$ cat src/rtl/count_track_pkg.sv
// Shared types and constants for the ripple-counter tracker.
// Imported by the stability filter and the tracker top.
package count_track_pkg;

    typedef enum logic {
        ACQ   = 1'b0,
        TRACK = 1'b1
    } track_state_e;

    localparam int DEF_WIDTH         = 4;
    localparam int DEF_STABLE_CYCLES = 2;
    localparam int DEF_WRAP_W        = 8;
    localparam int RUN_W             = 4;
    localparam int DELTA_UP          = 1;

    // -1 modulo 2^w, i.e. the all-ones pattern of a w-bit bus
    function automatic int unsigned delta_dn(input int unsigned w);
        return (32'd1 << w) - 32'd1;
    endfunction

endpackage

$ cat src/rtl/sync_stable_filter.sv
// Two-flop synchronizer plus a run-length filter.
// Each value held stable long enough is accepted once.
module sync_stable_filter
    import count_track_pkg::*;
#(
    parameter int WIDTH         = DEF_WIDTH,
    parameter int STABLE_CYCLES = DEF_STABLE_CYCLES
) (
    input  logic             clk,
    input  logic             rst_n,
    input  logic [WIDTH-1:0] qin,
    output logic [WIDTH-1:0] cand,
    output logic             accept
);

    localparam logic [RUN_W-1:0] RUN_MAX = RUN_W'(STABLE_CYCLES);
    localparam logic [RUN_W-1:0] RUN_ACC = RUN_W'(STABLE_CYCLES - 1);

    logic [WIDTH-1:0] sync1;
    logic [WIDTH-1:0] sync2;
    logic [RUN_W-1:0] run;

    always_ff @(posedge clk or negedge rst_n) begin
        if (!rst_n) begin
            sync1 <= '0;
            sync2 <= '0;
        end else begin
            sync1 <= qin;
            sync2 <= sync1;
        end
    end

    always_ff @(posedge clk or negedge rst_n) begin
        if (!rst_n) begin
            cand <= '0;
            run  <= '0;
        end else if (sync2 != cand) begin
            cand <= sync2;
            run  <= RUN_W'(1);
        end else if (run != RUN_MAX) begin
            run <= run + RUN_W'(1);
        end
    end

    assign accept = (sync2 == cand) && (run == RUN_ACC);

endmodule

$ cat src/rtl/updown_count_tracker.sv
// Tracks an asynchronous up/down ripple counter in the clk domain,
// reporting steps, terminal counts, wraps and direction/step errors.
module updown_count_tracker
    import count_track_pkg::*;
#(
    parameter int WIDTH         = DEF_WIDTH,
    parameter int STABLE_CYCLES = DEF_STABLE_CYCLES,
    parameter int WRAP_W        = DEF_WRAP_W
) (
    input  logic              clk,
    input  logic              rst_n,
    input  logic [WIDTH-1:0]  qin,
    input  logic              mode,
    input  logic              clr,
    output logic [WIDTH-1:0]  count,
    output logic              valid,
    output logic              step,
    output logic              tc_up,
    output logic              tc_down,
    output logic              dir_err,
    output logic              step_err,
    output logic [WRAP_W-1:0] wrap_cnt
);

    localparam logic [WIDTH-1:0] D_UP = WIDTH'(DELTA_UP);
    localparam logic [WIDTH-1:0] D_DN = WIDTH'(delta_dn(WIDTH));

    track_state_e     state_q;
    track_state_e     state_d;
    logic [WIDTH-1:0] cand;
    logic [WIDTH-1:0] delta;
    logic             accept;
    logic             step_d;
    logic             tc_up_d;
    logic             tc_dn_d;
    logic             dir_d;
    logic             serr_d;

    sync_stable_filter #(
        .WIDTH         (WIDTH),
        .STABLE_CYCLES (STABLE_CYCLES)
    ) u_filter (
        .clk    (clk),
        .rst_n  (rst_n),
        .qin    (qin),
        .cand   (cand),
        .accept (accept)
    );

    assign delta = cand - count;

    always_ff @(posedge clk or negedge rst_n) begin
        if (!rst_n) state_q <= ACQ;
        else        state_q <= state_d;
    end

    always_comb begin
        state_d = state_q;
        if (clr)
            state_d = ACQ;
        else if (state_q == ACQ && accept)
            state_d = TRACK;
    end

    // clr discards a coincident accept, so it also blocks pulses
    always_comb begin
        step_d  = 1'b0;
        tc_up_d = 1'b0;
        tc_dn_d = 1'b0;
        dir_d   = 1'b0;
        serr_d  = 1'b0;
        if (state_q == TRACK && accept && !clr) begin
            unique case (1'b1)
                (delta == D_UP): begin
                    step_d  = 1'b1;
                    tc_up_d = (count == D_DN);
                    dir_d   = mode;
                end
                (delta == D_DN): begin
                    step_d  = 1'b1;
                    tc_dn_d = (count == '0);
                    dir_d   = !mode;
                end
                (delta == '0): begin
                end
                default: serr_d = 1'b1;
            endcase
        end
    end

    always_ff @(posedge clk or negedge rst_n) begin
        if (!rst_n) begin
            count    <= '0;
            valid    <= 1'b0;
            step     <= 1'b0;
            tc_up    <= 1'b0;
            tc_down  <= 1'b0;
            dir_err  <= 1'b0;
            step_err <= 1'b0;
            wrap_cnt <= '0;
        end else begin
            step    <= step_d;
            tc_up   <= tc_up_d;
            tc_down <= tc_dn_d;
            if (clr) begin
                valid    <= 1'b0;
                dir_err  <= 1'b0;
                step_err <= 1'b0;
                wrap_cnt <= '0;
            end else begin
                if (accept) begin
                    count <= cand;
                    valid <= 1'b1;
                end
                if (dir_d)  dir_err  <= 1'b1;
                if (serr_d) step_err <= 1'b1;
                if ((tc_up_d || tc_dn_d) && wrap_cnt != '1)
                    wrap_cnt <= wrap_cnt + WRAP_W'(1);
            end
        end
    end

endmodule
$ cat config.mk
export PLATFORM = sky130hd
export DESIGN_NAME = updown_count_tracker
export DESIGN_NICKNAME = d
export VERILOG_FILES = /design/src/rtl/count_track_pkg.sv /design/src/rtl/sync_stable_filter.sv /design/src/rtl/updown_count_tracker.sv
export SDC_FILE = /design/constraint.sdc
export NUM_CORES = 1
export LEC_CHECK = 0
export CAP_MARGIN = 15
export CORE_UTILIZATION = 40
export CTS_BUF_LIST = sky130_fd_sc_hd__clkbuf_4 sky130_fd_sc_hd__clkbuf_8 sky130_fd_sc_hd__clkbuf_16
export DETAILED_ROUTE_END_ITERATION = 16
export SKIP_LAST_GASP = 1
export SYNTH_ARGS = -nofsm -noshare
export SYNTH_HDL_FRONTEND = slang
export SYNTH_HIERARCHICAL = 1
export SYNTH_SLANG_ARGS = --single-unit
$ cat constraint.sdc
create_clock -name clk -period 2.64 [get_ports clk]
set_input_delay 0.528 -clock clk [delete_from_list [all_inputs] [get_ports clk]]
set_output_delay 0.528 -clock clk [all_outputs]
set_load 0.02 [all_outputs]
==> reports/metrics.yaml, run 1 <==
hp-class: "reg2reg"
path_clk_slew_ps: 80
grt_usage_pct: 15.7
pin_count: 26
rows: 23
synth_cells: 155
ys_ff_latch: 35
finalSetupViolCount: 0
status: "finished clean"
grt_pass1_vias: 1150
clock_skew_ps: 5.64
layout-drive-gt1-share_pct: 21.5
clk_latency_ps: 290
netlist_area_um2: 1760
synth_edf_count: 0
hpwl_um: 2340
leakage_nw: 1.02
ys.flop_type: "dfrtp_1"
clock_sinks: 35
synth_cell_types: 44
fin_crit_ps: 2540
area.growth.synth_to_final_pct: 28.1
cap_violations: 0
drc: 0
cp_common_cell: "inv_1"
clock-root-buffer: "clkbuf_8"
grt_max_degree: 36
die_y_um: 68.3
cp_top_family: "simple AND/OR/NAND/NOR gates"
drt_first_pass_iters: 4
num_antenna_cells: 0
p_per_area_nw_per_um2: 650
critical_path_arrival_ps: 2720
initial_core_util_pct: 42.8
cpPeakStageDelay_ps: 560
final_nets: 206
cp-start-kind: "flip-flop"
grt_first_pass_wirelength_um: 5240
syn_area_per_cell_um2: 11.4
period_share_pct: 96.4
portBuffers: 25
pre_cts_ws_ps: 38.2
gp_congestion: 0.811
fmax_ghz: 0.393
place_area_um2: 2100
async_reset_ff_share_pct: 100
cts_buffers: 5
ant_nets: 0
layout_setup_ws_ps: 95.0
path_class: "reg2reg"
tritoncts: "done"
die_area_um2: 4670
route.met3.wl_um: 119
critPathSlowestCell: "fa_2"
synth_top_area_share_pct: 49.8
finalHoldViolations: 0
routed_wl_um: 3130
ys_seq_area_share_pct: 49.8
wl_met2_um: 1470
grt_overflow: 0
cp.required_ps: 2810
peakVddDrop_v: 0.000403
clockBufferDepth: 2
hold_buffers: 0
ys_warn_count: 6
synth_top_area_cell: "dfrtp_1"
first_iter_violations: 78
routed.top_layer: "met4"
crit_fanout: 4
post_drt_wl_per_cell_um: 13.0
via_per_inst: 5.09
cp_num_buf_inv: 2
worstPathCellList: "inv_1, ha_1, inv_1, fa_2, nor2b_2, and4b_2, nor3b_4, o2111ai_1, mux2_1"
ys_top_cells_by_area: "dfrtp_1, ha_1, nor2b_1"
tns_ps: 0
core_um2: 4120
hold_ws_ps: 352
wl_met1_um: 1490
final_area_um2: 2250
drv_slew: 0
yosysMostFrequentCell: "dfrtp_1"
crit_path_end_kind: "flip-flop"
syn_nets: 171
synth_common_cells: "dfrtp_1, nor2_1, nor2b_1, inv_1, nand2_1"
h-tree-depth: 2
antenna_found_initial: 0
slew_headroom_pct: 70.9
tightest_slew_ps: 437
num_vias: 1227
die_width_um: 68.3
final timing paths:
kind / startpoint / to / cells past startpoint / slack (ps)
worst max register to register: u_filter/cand[0]$_DFFE_PN0P_ / wrap_cnt[7]$_DFFE_PN0P_ / 9 / 100
worst min register to register: u_filter/sync1[2]$_DFF_PN0_ / u_filter/sync2[2]$_DFF_PN0_ / 0 / 350
max in group asynchronous: rst_n / u_filter/cand[3]$_DFFE_PN0P_ / 2 / 1670
worst min-delay path: u_filter/sync1[2]$_DFF_PN0_ / u_filter/sync2[2]$_DFF_PN0_ / 0 / 350
min in group asynchronous: rst_n / dir_err$_DFFE_PN0P_ / 2 / 640
worst max-delay path: u_filter/cand[0]$_DFFE_PN0P_ / wrap_cnt[7]$_DFFE_PN0P_ / 9 / 100
per-stage QoR:
| step | cells | utilization [%] | total power [mW] |
|---|---|---|---|
| 2_1_floorplan | 155 | - | 0.926 |
| 3_3_place_gp | 231 | 51.1 | 1.05 |
| 3_5_place_dp | 231 | 51.1 | 1.05 |
| 4_1_cts | 239 | 53.3 | 1.46 |
| 5_1_grt | 241 | 54.8 | 1.55 |
| 6_report | 241 | 54.8 | 1.47 |
registers in the layout, summed over array words and instances (netlist names):
register and count:
wrap_cnt 8, count 4, u_filter/cand 4, u_filter/run 4, u_filter/sync1 4, u_filter/sync2 4
dir_err 1, state_q 1, step 1, step_err 1, tc_down 1, tc_up 1
valid 1
layer usage:
layer  global-route usage [%]  vias up
li1                         -      604
met1                     20.0      593
met2                     23.9       23
met3                     5.67        7
met4                     6.51        0
met5                        0        -
cell usage in the layout, fill, tap and decap left out, types with 2 or more instances in the layout:
master | netlist | final
dfrtp_1 | 35 | 34
clkdlybuf4s50_1 | 0 | 25
buf_4 | 0 | 11
nor2_1 | 10 | 10
inv_1 | 8 | 8
nor2b_1 | 9 | 8
nand2_1 | 8 | 8
nand3_1 | 7 | 7
ha_1 | 7 | 7
a21oi_1 | 7 | 6
and3_1 | 6 | 5
clkbuf_8 | 0 | 5
xor2_1 | 5 | 5
nand4b_1 | 4 | 4
mux2_2 | 4 | 4
mux2_1 | 3 | 3
xor2_2 | 2 | 2
nor3_1 | 2 | 2
o21ai_0 | 2 | 2
clkinvlp_4 | 0 | 2
xnor2_1 | 2 | 2
area by class of cell:
class / instances / area [um^2]
Clock inverter: 3 / 23.8
Fill cell: 365 / 1860
Multi-Input combinational cell: 104 / 860
Clock buffer: 5 / 68.8
Tap cell: 50 / 62.6
Sequential cell: 35 / 877
Timing Repair Buffer: 36 / 333
Inverter: 8 / 30.0
power breakdown:
part | internal (mW) | switching [mW] | total [mW]
Combinational | 0.201 | 0.247 | 0.448
Sequential | 0.576 | 0.0455 | 0.621
Clock | 0.188 | 0.208 | 0.396
Total | 0.965 | 0.500 | 1.47
worst register-to-register path, stage by stage, from the launching register on:
cell and delay, ps:
dfrtp_1 410, inv_1 60, ha_1 150, inv_1 60, fa_2 560, nor2b_2 180, and4b_2 280, nor3b_4 260
o2111ai_1 130, mux2_1 330
cell families (layout without fill, tap and decap cells):
group | count (synthesis) | in the layout | share of synthesized area, %
AO/OA/AOI/OAI | 19 | 19 | 7.53
XOR/XNOR | 9 | 9 | 5.33
buffers and inverters | 16 | 52 | 3.91
adder cells (fa/ha/maj) | 8 | 8 | 6.11
AND/OR/NAND/NOR | 60 | 60 | 22.3
flip-flops | 35 | 35 | 49.8
multiplexers | 8 | 8 | 5.05
repair_timing:
action                     in CTS  in global routing
resized for setup               0                 10
setup endpoints to repair       0                  5
buffers inserted                0                  2
(Power assumes the default switching activity.)
==> run 2, diff against run 1 <==
--- a/config.mk
+++ b/config.mk
@@ -8,6 +8,7 @@
 export CAP_MARGIN = 15
 export CORE_UTILIZATION = 40
 export CTS_BUF_LIST = sky130_fd_sc_hd__clkbuf_4 sky130_fd_sc_hd__clkbuf_8 sky130_fd_sc_hd__clkbuf_16
+export CTS_CLUSTER_DIAMETER = 30
 export DETAILED_ROUTE_END_ITERATION = 16
 export SKIP_LAST_GASP = 1
 export SYNTH_ARGS = -nofsm -noshare
==> results of run 2 <==
Final layout, timing and power as in run 1 (identical DEF).
